<file path="src/rtl/proc_pkg.sv">
// Instruction field positions, opcode/ALU-op constants and decode helpers
// shared by the hazard logic.
package proc_pkg;

   localparam int unsigned FIELD_W = 5;
   localparam int unsigned OPC_LSB = 27;
   localparam int unsigned RD_LSB  = 22;
   localparam int unsigned RS_LSB  = 17;
   localparam int unsigned RT_LSB  = 12;
   localparam int unsigned ALU_LSB = 2;

   localparam logic [4:0] OP_RTYPE = 5'b00000;
   localparam logic [4:0] OP_J     = 5'b00001;
   localparam logic [4:0] OP_BNE   = 5'b00010;
   localparam logic [4:0] OP_JAL   = 5'b00011;
   localparam logic [4:0] OP_JR    = 5'b00100;
   localparam logic [4:0] OP_ADDI  = 5'b00101;
   localparam logic [4:0] OP_BLT   = 5'b00110;
   localparam logic [4:0] OP_SW    = 5'b00111;
   localparam logic [4:0] OP_LW    = 5'b01000;
   localparam logic [4:0] OP_SETX  = 5'b10101;

   localparam logic [4:0] ALU_MUL  = 5'b00110;
   localparam logic [4:0] ALU_DIV  = 5'b00111;

   localparam logic [4:0] REG_RA   = 5'd31;
   localparam logic [4:0] REG_STAT = 5'd30;

   function automatic logic [4:0] opcode(input logic [31:0] insn);
      return insn[OPC_LSB +: FIELD_W];
   endfunction

   function automatic logic [4:0] alu_op(input logic [31:0] insn);
      return insn[ALU_LSB +: FIELD_W];
   endfunction

   function automatic logic [4:0] field_rd(input logic [31:0] insn);
      return insn[RD_LSB +: FIELD_W];
   endfunction

   function automatic logic [4:0] field_rs(input logic [31:0] insn);
      return insn[RS_LSB +: FIELD_W];
   endfunction

   function automatic logic [4:0] field_rt(input logic [31:0] insn);
      return insn[RT_LSB +: FIELD_W];
   endfunction

   function automatic logic is_mul(input logic [31:0] insn);
      return (opcode(insn) == OP_RTYPE) && (alu_op(insn) == ALU_MUL);
   endfunction

   function automatic logic is_div(input logic [31:0] insn);
      return (opcode(insn) == OP_RTYPE) && (alu_op(insn) == ALU_DIV);
   endfunction

   function automatic logic is_lw(input logic [31:0] insn);
      return opcode(insn) == OP_LW;
   endfunction

   function automatic logic reads_rs(input logic [31:0] insn);
      logic [4:0] op;
      op = opcode(insn);
      return !((op == OP_J) || (op == OP_JAL) || (op == OP_SETX));
   endfunction

   function automatic logic reads_rt(input logic [31:0] insn);
      return opcode(insn) == OP_RTYPE;
   endfunction

   function automatic logic reads_rd(input logic [31:0] insn);
      logic [4:0] op;
      op = opcode(insn);
      return (op == OP_SW) || (op == OP_BNE) || (op == OP_BLT) || (op == OP_JR);
   endfunction

   function automatic logic writes_rd(input logic [31:0] insn);
      logic [4:0] op;
      op = opcode(insn);
      return (op == OP_RTYPE) || (op == OP_ADDI) || (op == OP_LW) ||
             (op == OP_JAL) || (op == OP_SETX);
   endfunction

   // jal and setx write fixed registers rather than the rd field.
   function automatic logic [4:0] dest_reg(input logic [31:0] insn);
      logic [4:0] op;
      op = opcode(insn);
      if (op == OP_JAL)       return REG_RA;
      else if (op == OP_SETX) return REG_STAT;
      else                    return field_rd(insn);
   endfunction

endpackage

</file>
<file path="src/rtl/insn_regs.sv">
// Register-operand decode for one pipeline stage: source/destination addresses and
// their enables. Source enables are already cleared for register 0.
module insn_regs
   import proc_pkg::*;
#(
   parameter int unsigned ADDR_W = 5
) (
   input  logic [31:0]       i_insn,
   output logic [ADDR_W-1:0] o_rs,
   output logic [ADDR_W-1:0] o_rt,
   output logic [ADDR_W-1:0] o_rd,
   output logic [ADDR_W-1:0] o_dest,
   output logic              o_rs_en,
   output logic              o_rt_en,
   output logic              o_rd_en,
   output logic              o_wr_en,
   output logic              o_is_lw,
   output logic              o_is_md
);

   always_comb begin
      o_rs    = ADDR_W'(field_rs(i_insn));
      o_rt    = ADDR_W'(field_rt(i_insn));
      o_rd    = ADDR_W'(field_rd(i_insn));
      o_dest  = ADDR_W'(dest_reg(i_insn));
      o_rs_en = reads_rs(i_insn) && (o_rs != '0);
      o_rt_en = reads_rt(i_insn) && (o_rt != '0);
      o_rd_en = reads_rd(i_insn) && (o_rd != '0);
      o_wr_en = writes_rd(i_insn);
      o_is_lw = is_lw(i_insn);
      o_is_md = is_mul(i_insn) || is_div(i_insn);
   end

endmodule

</file>
<file path="src/rtl/hazard_scoreboard.sv">
// Stall decision between F/D and D/X: load-use detection plus a one-entry
// multdiv destination scoreboard with a latency watchdog.
module hazard_scoreboard
   import proc_pkg::*;
#(
   parameter int unsigned ADDR_W     = 5,
   parameter int unsigned MAX_LAT    = 40,
   parameter int unsigned STALL_MODE = 1
) (
   input  logic              clock,
   input  logic              reset_n,
   input  logic [31:0]       fd_insn,
   input  logic              fd_valid,
   input  logic [31:0]       dx_insn,
   input  logic              dx_valid,
   input  logic              md_rdy,
   output logic              stall,
   output logic              lw_hazard,
   output logic              md_hazard,
   output logic              md_busy,
   output logic [ADDR_W-1:0] md_dest,
   output logic              timeout_err,
   output logic              proto_err
);

   localparam int unsigned         CNT_W    = $clog2(MAX_LAT + 1);
   localparam logic [CNT_W-1:0]    CNT_LAST = CNT_W'(MAX_LAT - 1);

   logic [ADDR_W-1:0] w_fd_rs, w_fd_rt, w_fd_rd, w_fd_dest;
   logic              w_fd_rs_en, w_fd_rt_en, w_fd_rd_en, w_fd_wr_en, w_fd_is_lw, w_fd_is_md;
   logic [ADDR_W-1:0] w_dx_rs, w_dx_rt, w_dx_rd, w_dx_dest;
   logic              w_dx_rs_en, w_dx_rt_en, w_dx_rd_en, w_dx_wr_en, w_dx_is_lw, w_dx_is_md;

   logic              r_busy, r_timeout, r_proto;
   logic [ADDR_W-1:0] r_dest;
   logic [CNT_W-1:0]  r_cnt;
   logic              w_busy_nxt, w_timeout_nxt, w_proto_nxt;
   logic [ADDR_W-1:0] w_dest_nxt;
   logic [CNT_W-1:0]  w_cnt_nxt;

   logic w_launch, w_pend, w_last;
   logic w_fd_hit_dx, w_fd_hit_md, w_fd_waw;
   logic w_raw, w_waw, w_struct, w_wb;
   logic w_unused;

   insn_regs #(.ADDR_W(ADDR_W)) u_fd_regs (
      .i_insn  (fd_insn),
      .o_rs    (w_fd_rs),
      .o_rt    (w_fd_rt),
      .o_rd    (w_fd_rd),
      .o_dest  (w_fd_dest),
      .o_rs_en (w_fd_rs_en),
      .o_rt_en (w_fd_rt_en),
      .o_rd_en (w_fd_rd_en),
      .o_wr_en (w_fd_wr_en),
      .o_is_lw (w_fd_is_lw),
      .o_is_md (w_fd_is_md)
   );

   insn_regs #(.ADDR_W(ADDR_W)) u_dx_regs (
      .i_insn  (dx_insn),
      .o_rs    (w_dx_rs),
      .o_rt    (w_dx_rt),
      .o_rd    (w_dx_rd),
      .o_dest  (w_dx_dest),
      .o_rs_en (w_dx_rs_en),
      .o_rt_en (w_dx_rt_en),
      .o_rd_en (w_dx_rd_en),
      .o_wr_en (w_dx_wr_en),
      .o_is_lw (w_dx_is_lw),
      .o_is_md (w_dx_is_md)
   );

   assign w_unused = ^{w_fd_is_lw, w_dx_rs, w_dx_rt, w_dx_rd, w_dx_rs_en, w_dx_rt_en,
                       w_dx_rd_en, w_dx_wr_en};

   // Source enables exclude r0, so a zero-valued target never matches.
   assign w_fd_hit_dx = (w_fd_rs_en && (w_fd_rs == w_dx_dest)) ||
                        (w_fd_rt_en && (w_fd_rt == w_dx_dest)) ||
                        (w_fd_rd_en && (w_fd_rd == w_dx_dest));
   assign w_fd_hit_md = (w_fd_rs_en && (w_fd_rs == r_dest)) ||
                        (w_fd_rt_en && (w_fd_rt == r_dest)) ||
                        (w_fd_rd_en && (w_fd_rd == r_dest));
   assign w_fd_waw    = w_fd_wr_en && (w_fd_dest != '0) && (w_fd_dest == r_dest);

   assign lw_hazard = dx_valid && w_dx_is_lw && fd_valid && w_fd_hit_dx;

   assign w_launch = dx_valid && w_dx_is_md;
   assign w_pend   = r_busy && !md_rdy;
   assign w_last   = w_pend && (r_cnt == CNT_LAST);

   assign w_raw    = fd_valid && w_pend && w_fd_hit_md;
   assign w_waw    = fd_valid && w_pend && w_fd_waw;
   assign w_struct = fd_valid && r_busy && w_fd_is_md;
   // Hold a writer one cycle so its writeback does not collide with the multdiv result.
   assign w_wb     = fd_valid && r_busy && md_rdy && w_fd_wr_en;

   always_comb begin
      md_hazard = 1'b0;
      if (STALL_MODE == 0) md_hazard = w_pend || w_struct;
      else                 md_hazard = w_raw || w_waw || w_struct || w_wb;
   end

   assign stall = lw_hazard || md_hazard;

   always_comb begin
      w_busy_nxt    = r_busy;
      w_dest_nxt    = r_dest;
      w_cnt_nxt     = r_cnt;
      w_timeout_nxt = r_timeout || w_last;
      w_proto_nxt   = r_proto;
      if (w_launch) begin
         w_busy_nxt = 1'b1;
         w_dest_nxt = w_dx_dest;
         w_cnt_nxt  = '0;
         if (w_pend) w_proto_nxt = 1'b1;
      end else if (r_busy && md_rdy) begin
         w_busy_nxt = 1'b0;
         w_cnt_nxt  = '0;
      end else if (w_last) begin
         w_busy_nxt = 1'b0;
         w_cnt_nxt  = '0;
      end else if (w_pend) begin
         w_cnt_nxt = r_cnt + CNT_W'(1);
      end
   end

   always_ff @(posedge clock or negedge reset_n) begin
      if (!reset_n) begin
         r_busy    <= 1'b0;
         r_dest    <= '0;
         r_cnt     <= '0;
         r_timeout <= 1'b0;
         r_proto   <= 1'b0;
      end else begin
         r_busy    <= w_busy_nxt;
         r_dest    <= w_dest_nxt;
         r_cnt     <= w_cnt_nxt;
         r_timeout <= w_timeout_nxt;
         r_proto   <= w_proto_nxt;
      end
   end

   assign md_busy     = r_busy;
   assign md_dest     = r_dest;
   assign timeout_err = r_timeout;
   assign proto_err   = r_proto;

endmodule

</file>
<file path="config.mk">
export PLATFORM = sky130hd
export DESIGN_NAME = hazard_scoreboard
export DESIGN_NICKNAME = d
export VERILOG_FILES = /design/src/rtl/proc_pkg.sv /design/src/rtl/insn_regs.sv /design/src/rtl/hazard_scoreboard.sv
export SDC_FILE = /design/constraint.sdc
export NUM_CORES = 1
export LEC_CHECK = 0
export ABC_AREA = 1
export BUFFER_PORTS_ARGS = -buffer_cell sky130_fd_sc_hd__buf_2
export CAP_MARGIN = 20
export CORE_UTILIZATION = 23
export CTS_CLUSTER_SIZE = 40
export DETAILED_ROUTE_END_ITERATION = 7
export HOLD_SLACK_MARGIN = 0.05
export PLACE_DENSITY = 0.44
export SYNTH_ARGS = -nofsm -noshare
export SYNTH_HDL_FRONTEND = slang
export SYNTH_HIERARCHICAL = 1
export SYNTH_SLANG_ARGS = --single-unit
</file>
<file path="constraint.sdc">
create_clock -name clock -period 1.25 [get_ports clock]
set_clock_uncertainty 0.1 [all_clocks]
set_input_delay 0 -clock clock [delete_from_list [all_inputs] [get_ports clock]]
set_output_delay 0 -clock clock [all_outputs]
set_load 0.01 [all_outputs]
</file>
# Word level (Yosys, flattened, before mapping)
# Cells that the tools add are included.
# word_totals
elab_cells	101
reg_bits	14
output_inout_bits	11
# classes
add_sub_neg	1
eq_ne	24
mux	11
n_reduce_logical	60
# ops
operator	n
equality test 5 x 3 -> 1 bit (second input constant)	8
equality test 5 bit	7
logical AND 1 bit	29
2-to-1 mux 6 bit	4
logical OR 1 bit	20
2-to-1 mux 5 bit	4
nonzero test 5 bit	4
equality test 5 x 2 -> 1 bit (second input constant)	3
equality test 5 x 4 -> 1 bit (second input constant)	2
equality test 5 bit (second input constant)	2
zero test 5 bit	2
adder 6 x 1 -> 6 bit (second input constant)	1
equality test 6 bit (second input constant)	1
equality test 5 x 1 -> 1 bit (second input constant)	1
nonzero test 4 bit	1
2-to-1 mux 1 bit	3
nonzero test 3 bit	1
zero test 1 bit	2
AND reduction 2 bit	1

# Depth between registers and ports, before layout
# depth
depth_word	13
depth_mapped	13
mapped_depth_nobuf	13

# By module
# Netlist, hierarchy kept.
# by_module_without_submodules
module	cells_per_inst	n_inst	area_each_um2
hazard_scoreboard	215	1	1261.2
insn_regs	63	2	341.6

# Worst setup path after synthesis
# OpenSTA, ideal clock, no wires.
# synth_timing
path_type	register to register
start	register r_cnt[0]
end	register r_cnt[5]
required_time_ps	1070
setup_time_ps	80
path_stages_with_launch	7
setup_slack_ps	-49
period_less_slack_ps	1299
arrival_ps	1119
path_cell_list	dfrtp_1 ha_1 nand2_1 nor2_1 nand4_1 nand3_2 nor3b_2
# synth_between
elab_chain_len	5
word_cells_on_any_way	8
classes_between	1 x add/sub; 1 x eq/ne; 4 x mux; 2 x reduce/logical
# synth_lines
item	line_no	rtl
from (decl)	hazard_scoreboard.sv:36	logic [CNT_W-1:0] r_cnt;
from (signal assigned)	hazard_scoreboard.sv:138	r_cnt <= w_cnt_nxt;
adder 6 x 1 -> 6 bit / equality test 6 bit (equally long branches)	hazard_scoreboard.sv:124, hazard_scoreboard.sv:90	
2-to-1 mux 6 bit / logical AND 1 bit (equally long branches)	hazard_scoreboard.sv:123, hazard_scoreboard.sv:90	
2-to-1 mux 6 bit	hazard_scoreboard.sv:120	end else if (w_last) begin
2-to-1 mux 6 bit	hazard_scoreboard.sv:117	end else if (r_busy && md_rdy) begin
2-to-1 mux 6 bit	hazard_scoreboard.sv:112	if (w_launch) begin
# Parallel ways exist; a longest one is shown, timed or not. The select of a mux whose other input is x is not followed.
# A chain may end at the register's enable or synchronous reset.

# Final worst setup path
# layout_timing
start	register r_dest[3] (netlist: md_dest[3])
end	output stall
# layout_between
elab_chain_len	9
word_cells_on_any_way	16
classes_between	4 x eq/ne; 12 x reduce/logical
# layout_lines
item	line_no	rtl
from (decl)	hazard_scoreboard.sv:35	logic [ADDR_W-1:0] r_dest;
from (signal assigned)	hazard_scoreboard.sv:137	r_dest <= w_dest_nxt;
equality test 5 bit, on equally long branches	hazard_scoreboard.sv:81, hazard_scoreboard.sv:82	
logical AND 1 bit, on equally long branches	hazard_scoreboard.sv:81, hazard_scoreboard.sv:82	
logical OR 1 bit	hazard_scoreboard.sv:81	assign w_fd_hit_md = (w_fd_rs_en && (w_fd_rs == r_dest)) ||
logical OR 1 bit	hazard_scoreboard.sv:82	(w_fd_rt_en && (w_fd_rt == r_dest)) ||
logical AND 1 bit	hazard_scoreboard.sv:92	assign w_raw = fd_valid && w_pend && w_fd_hit_md;
logical OR 1 bit (*) (3 in a row)	hazard_scoreboard.sv:101	else md_hazard = w_raw || w_waw || w_struct || w_wb;
logical OR 1 bit (*)	hazard_scoreboard.sv:104	assign stall = lw_hazard || md_hazard;
to (decl)	hazard_scoreboard.sv:17	output logic stall,
# Mark *: on every way between the ends. The rest lies on a longest branch, timed or not.

==> metrics.txt <==
Die Wd 88.9 um; max cap viols 0; Synthesis Warnings 6; total number of vias 2083; Layout fillers 824; post-layout worst setup margin -333 ps; fin crit period 1580 ps; Final setup viols 9; final hold violation count 0; Slowest-stage cell, CP dfrtp_2; CP top delay family flip-flops; Longest Clk Path Bufs 2; latest clock arrival within the worst-skew pair 250 ps; GR peak layer met2; reg2reg end r_cnt[4]; CP endpoint kind output pin; clock-pin slew on the worst setup and hold paths 60 ps; Final period util 1.27; Syn Nets 374; power density over the cells 647 nW/um^2; initial core utilization 0.238; Setup CP Type flip-flop to output pin; critical path depth in cells 6; GR Overflow Total 0; kind of start point of the critical path flip-flop; crit path capture stall; vias in the first global route 1983; GRT Util Overall 0.146; antenna cell count 0; met3 Usage GRT 0.0249; Final nets 474; core box area 7290 um^2; Lkg Pwr 1.55 nW; WP buf/inv 2; r2r setup slk -150 ps; DPL Wire Length 4480 um; layout cells sized above 1 0.449; num rows 31; pre-CTS WS -346 ps; post-synthesis cell count 304; Critical Path Fanout Max 6; initial drt markers 76; TritonCTS clock tree built; clock sink count 14; Die Y 88.9 um; I/O Buffers 53; syn_area_per_cell 5.71 um^2; DRT antenna net count 0; WP data required 1150 ps; RePlAce Congestion 0.892; CP arrival 1480 ps; antenna violations before repair 0; Worst slew margin 0.720; CP dominant cell by count nand4_1; FMAX 632 MHz; met2 Track Usage GR 0.242; Overall Power 1.79 mW; final core occ 0.380; die area 7900 um^2; violations in the final reports negative setup slack; Hold WC Path Type primary input to flip-flop; launch point of the critical path md_dest[3]; Critical Path Max Stage Delay 480 ps; hold_sp md_rdy; CTS root buf clkbuf_8; Placement Cell Area 2370 um^2; Residual DRC 0; Area Overhead vs Synth 59.4%; TritonCTS Buffers 3; largest net degree at the start of global routing 15; VDD IR-drop max 0.000291 V; detailed-router iteration count before antenna repair 4; H-Tree Depth 1; drt wl/cell 11.1 um; synthesized area 1740 um^2; Slew Limit Fails 0; slew at the pin with the worst max-slew slack 417 ps; total negative slack -1430 ps; top-level port count 80; R2R depth 7; global routing met1 resource utilization 0.206; crit-path cells buf_6, xor2_1, nor2_1, nand4_1, nand4_1, buf_2; worst r2r src r_cnt[1]; status finished with violations; first-pass GRT wire length 9010 um; WL final 5550 um; RSZ-0062 raised after global routing yes; design area 2770 um^2; number of vias per cell 4.15
cell type report:
class,instances,area (um^2),share of cell area
well taps,99,124,0.0448
clock buffers,4,55.1,0.0199
flip-flops and latches,14,357,0.129
multi-input cells,226,1260,0.457
repair buffers,111,773,0.279
inverters,48,195,0.0705
layout by cell type, fill, tap and decap left out:
cell and count:
nand2_1 85, nand2_2 8, a21oi_1 4, nor2_4 6, a21oi_2 3, and3_1 1
o22ai_1 1, nor2_1 39, nand3_2 10, nor2_8 1, ha_2 1, nand4_1 3
o21ai_1 5, buf_4 51, dfrtp_2 5, nand2_4 2, inv_1 36, a22o_1 1
nor3_2 2, nand3_1 14, o21ai_0 12, inv_4 6, clkbuf_8 4, nor3_1 2
buf_8 1, nand3b_1 4, inv_2 6, and3_4 1, or2_2 1, nor3b_2 2
o21bai_1 2, buf_6 12, dlygate4sd3_1 1, xor2_1 3, buf_2 46, nor2_2 8
nand3_4 5, dfrtp_1 9
worst min path at each step:
stage               end  slack, ps  depth (start not counted)
2_1_floorplan   md_busy       -400                          0
3_3_place_gp   r_cnt[1]       -180                          1
3_5_place_dp   r_cnt[1]       -180                          1
4_1_cts        r_cnt[1]         80                          2
5_1_grt        r_cnt[2]         60                          4
6_report       r_cnt[2]         50                          4
flip-flops by register name, summed over array words and instances (netlist names):
name         cells
timeout_err      1
r_cnt            6
proto_err        1
md_busy          1
md_dest          5
where the power goes:
group	switching, mW	total [mW]	internal [mW]
combinational	0.375	0.778	0.402
sequential	0.0528	0.570	0.517
clock	0.163	0.442	0.279
total	0.591	1.79	1.20
per-layer routing:
layer,part of all wire,vias up
met1,0.50,894
met3,0.047,4
met5,0,-
met2,0.45,50
met4,0.0056,0
li1,-,1135
per-stage QoR:
| step | hold WS [ps] | cells |
|---|---|---|
| after global placement | -181 | 487 |
| after detailed placement | -183 | 487 |
| after CTS | 82.4 | 500 |
| after global routing | 59.6 | 502 |
| final | 52.5 | 502 |
| after floorplan | -396 | 304 |
worst register-to-register path, stage by stage (launching register included):
cell and delay [ps]:
dfrtp_1 380, ha_2 200, nand2_2 80, nor2_2 30, nand4_1 100, buf_4 140, nand3_4 110, nor3b_2 180
what timing repair did:
item / in CTS / in global routing
pin swaps: 20 / 18
setup endpoints to repair: 10 / 11
hold endpoints to repair: 14 / 0
setup buffers: 9 / 3
resized for setup: 42 / 34
hold buffers: 1 / 0
No activity file was read; power rests on OpenSTA's default activity.
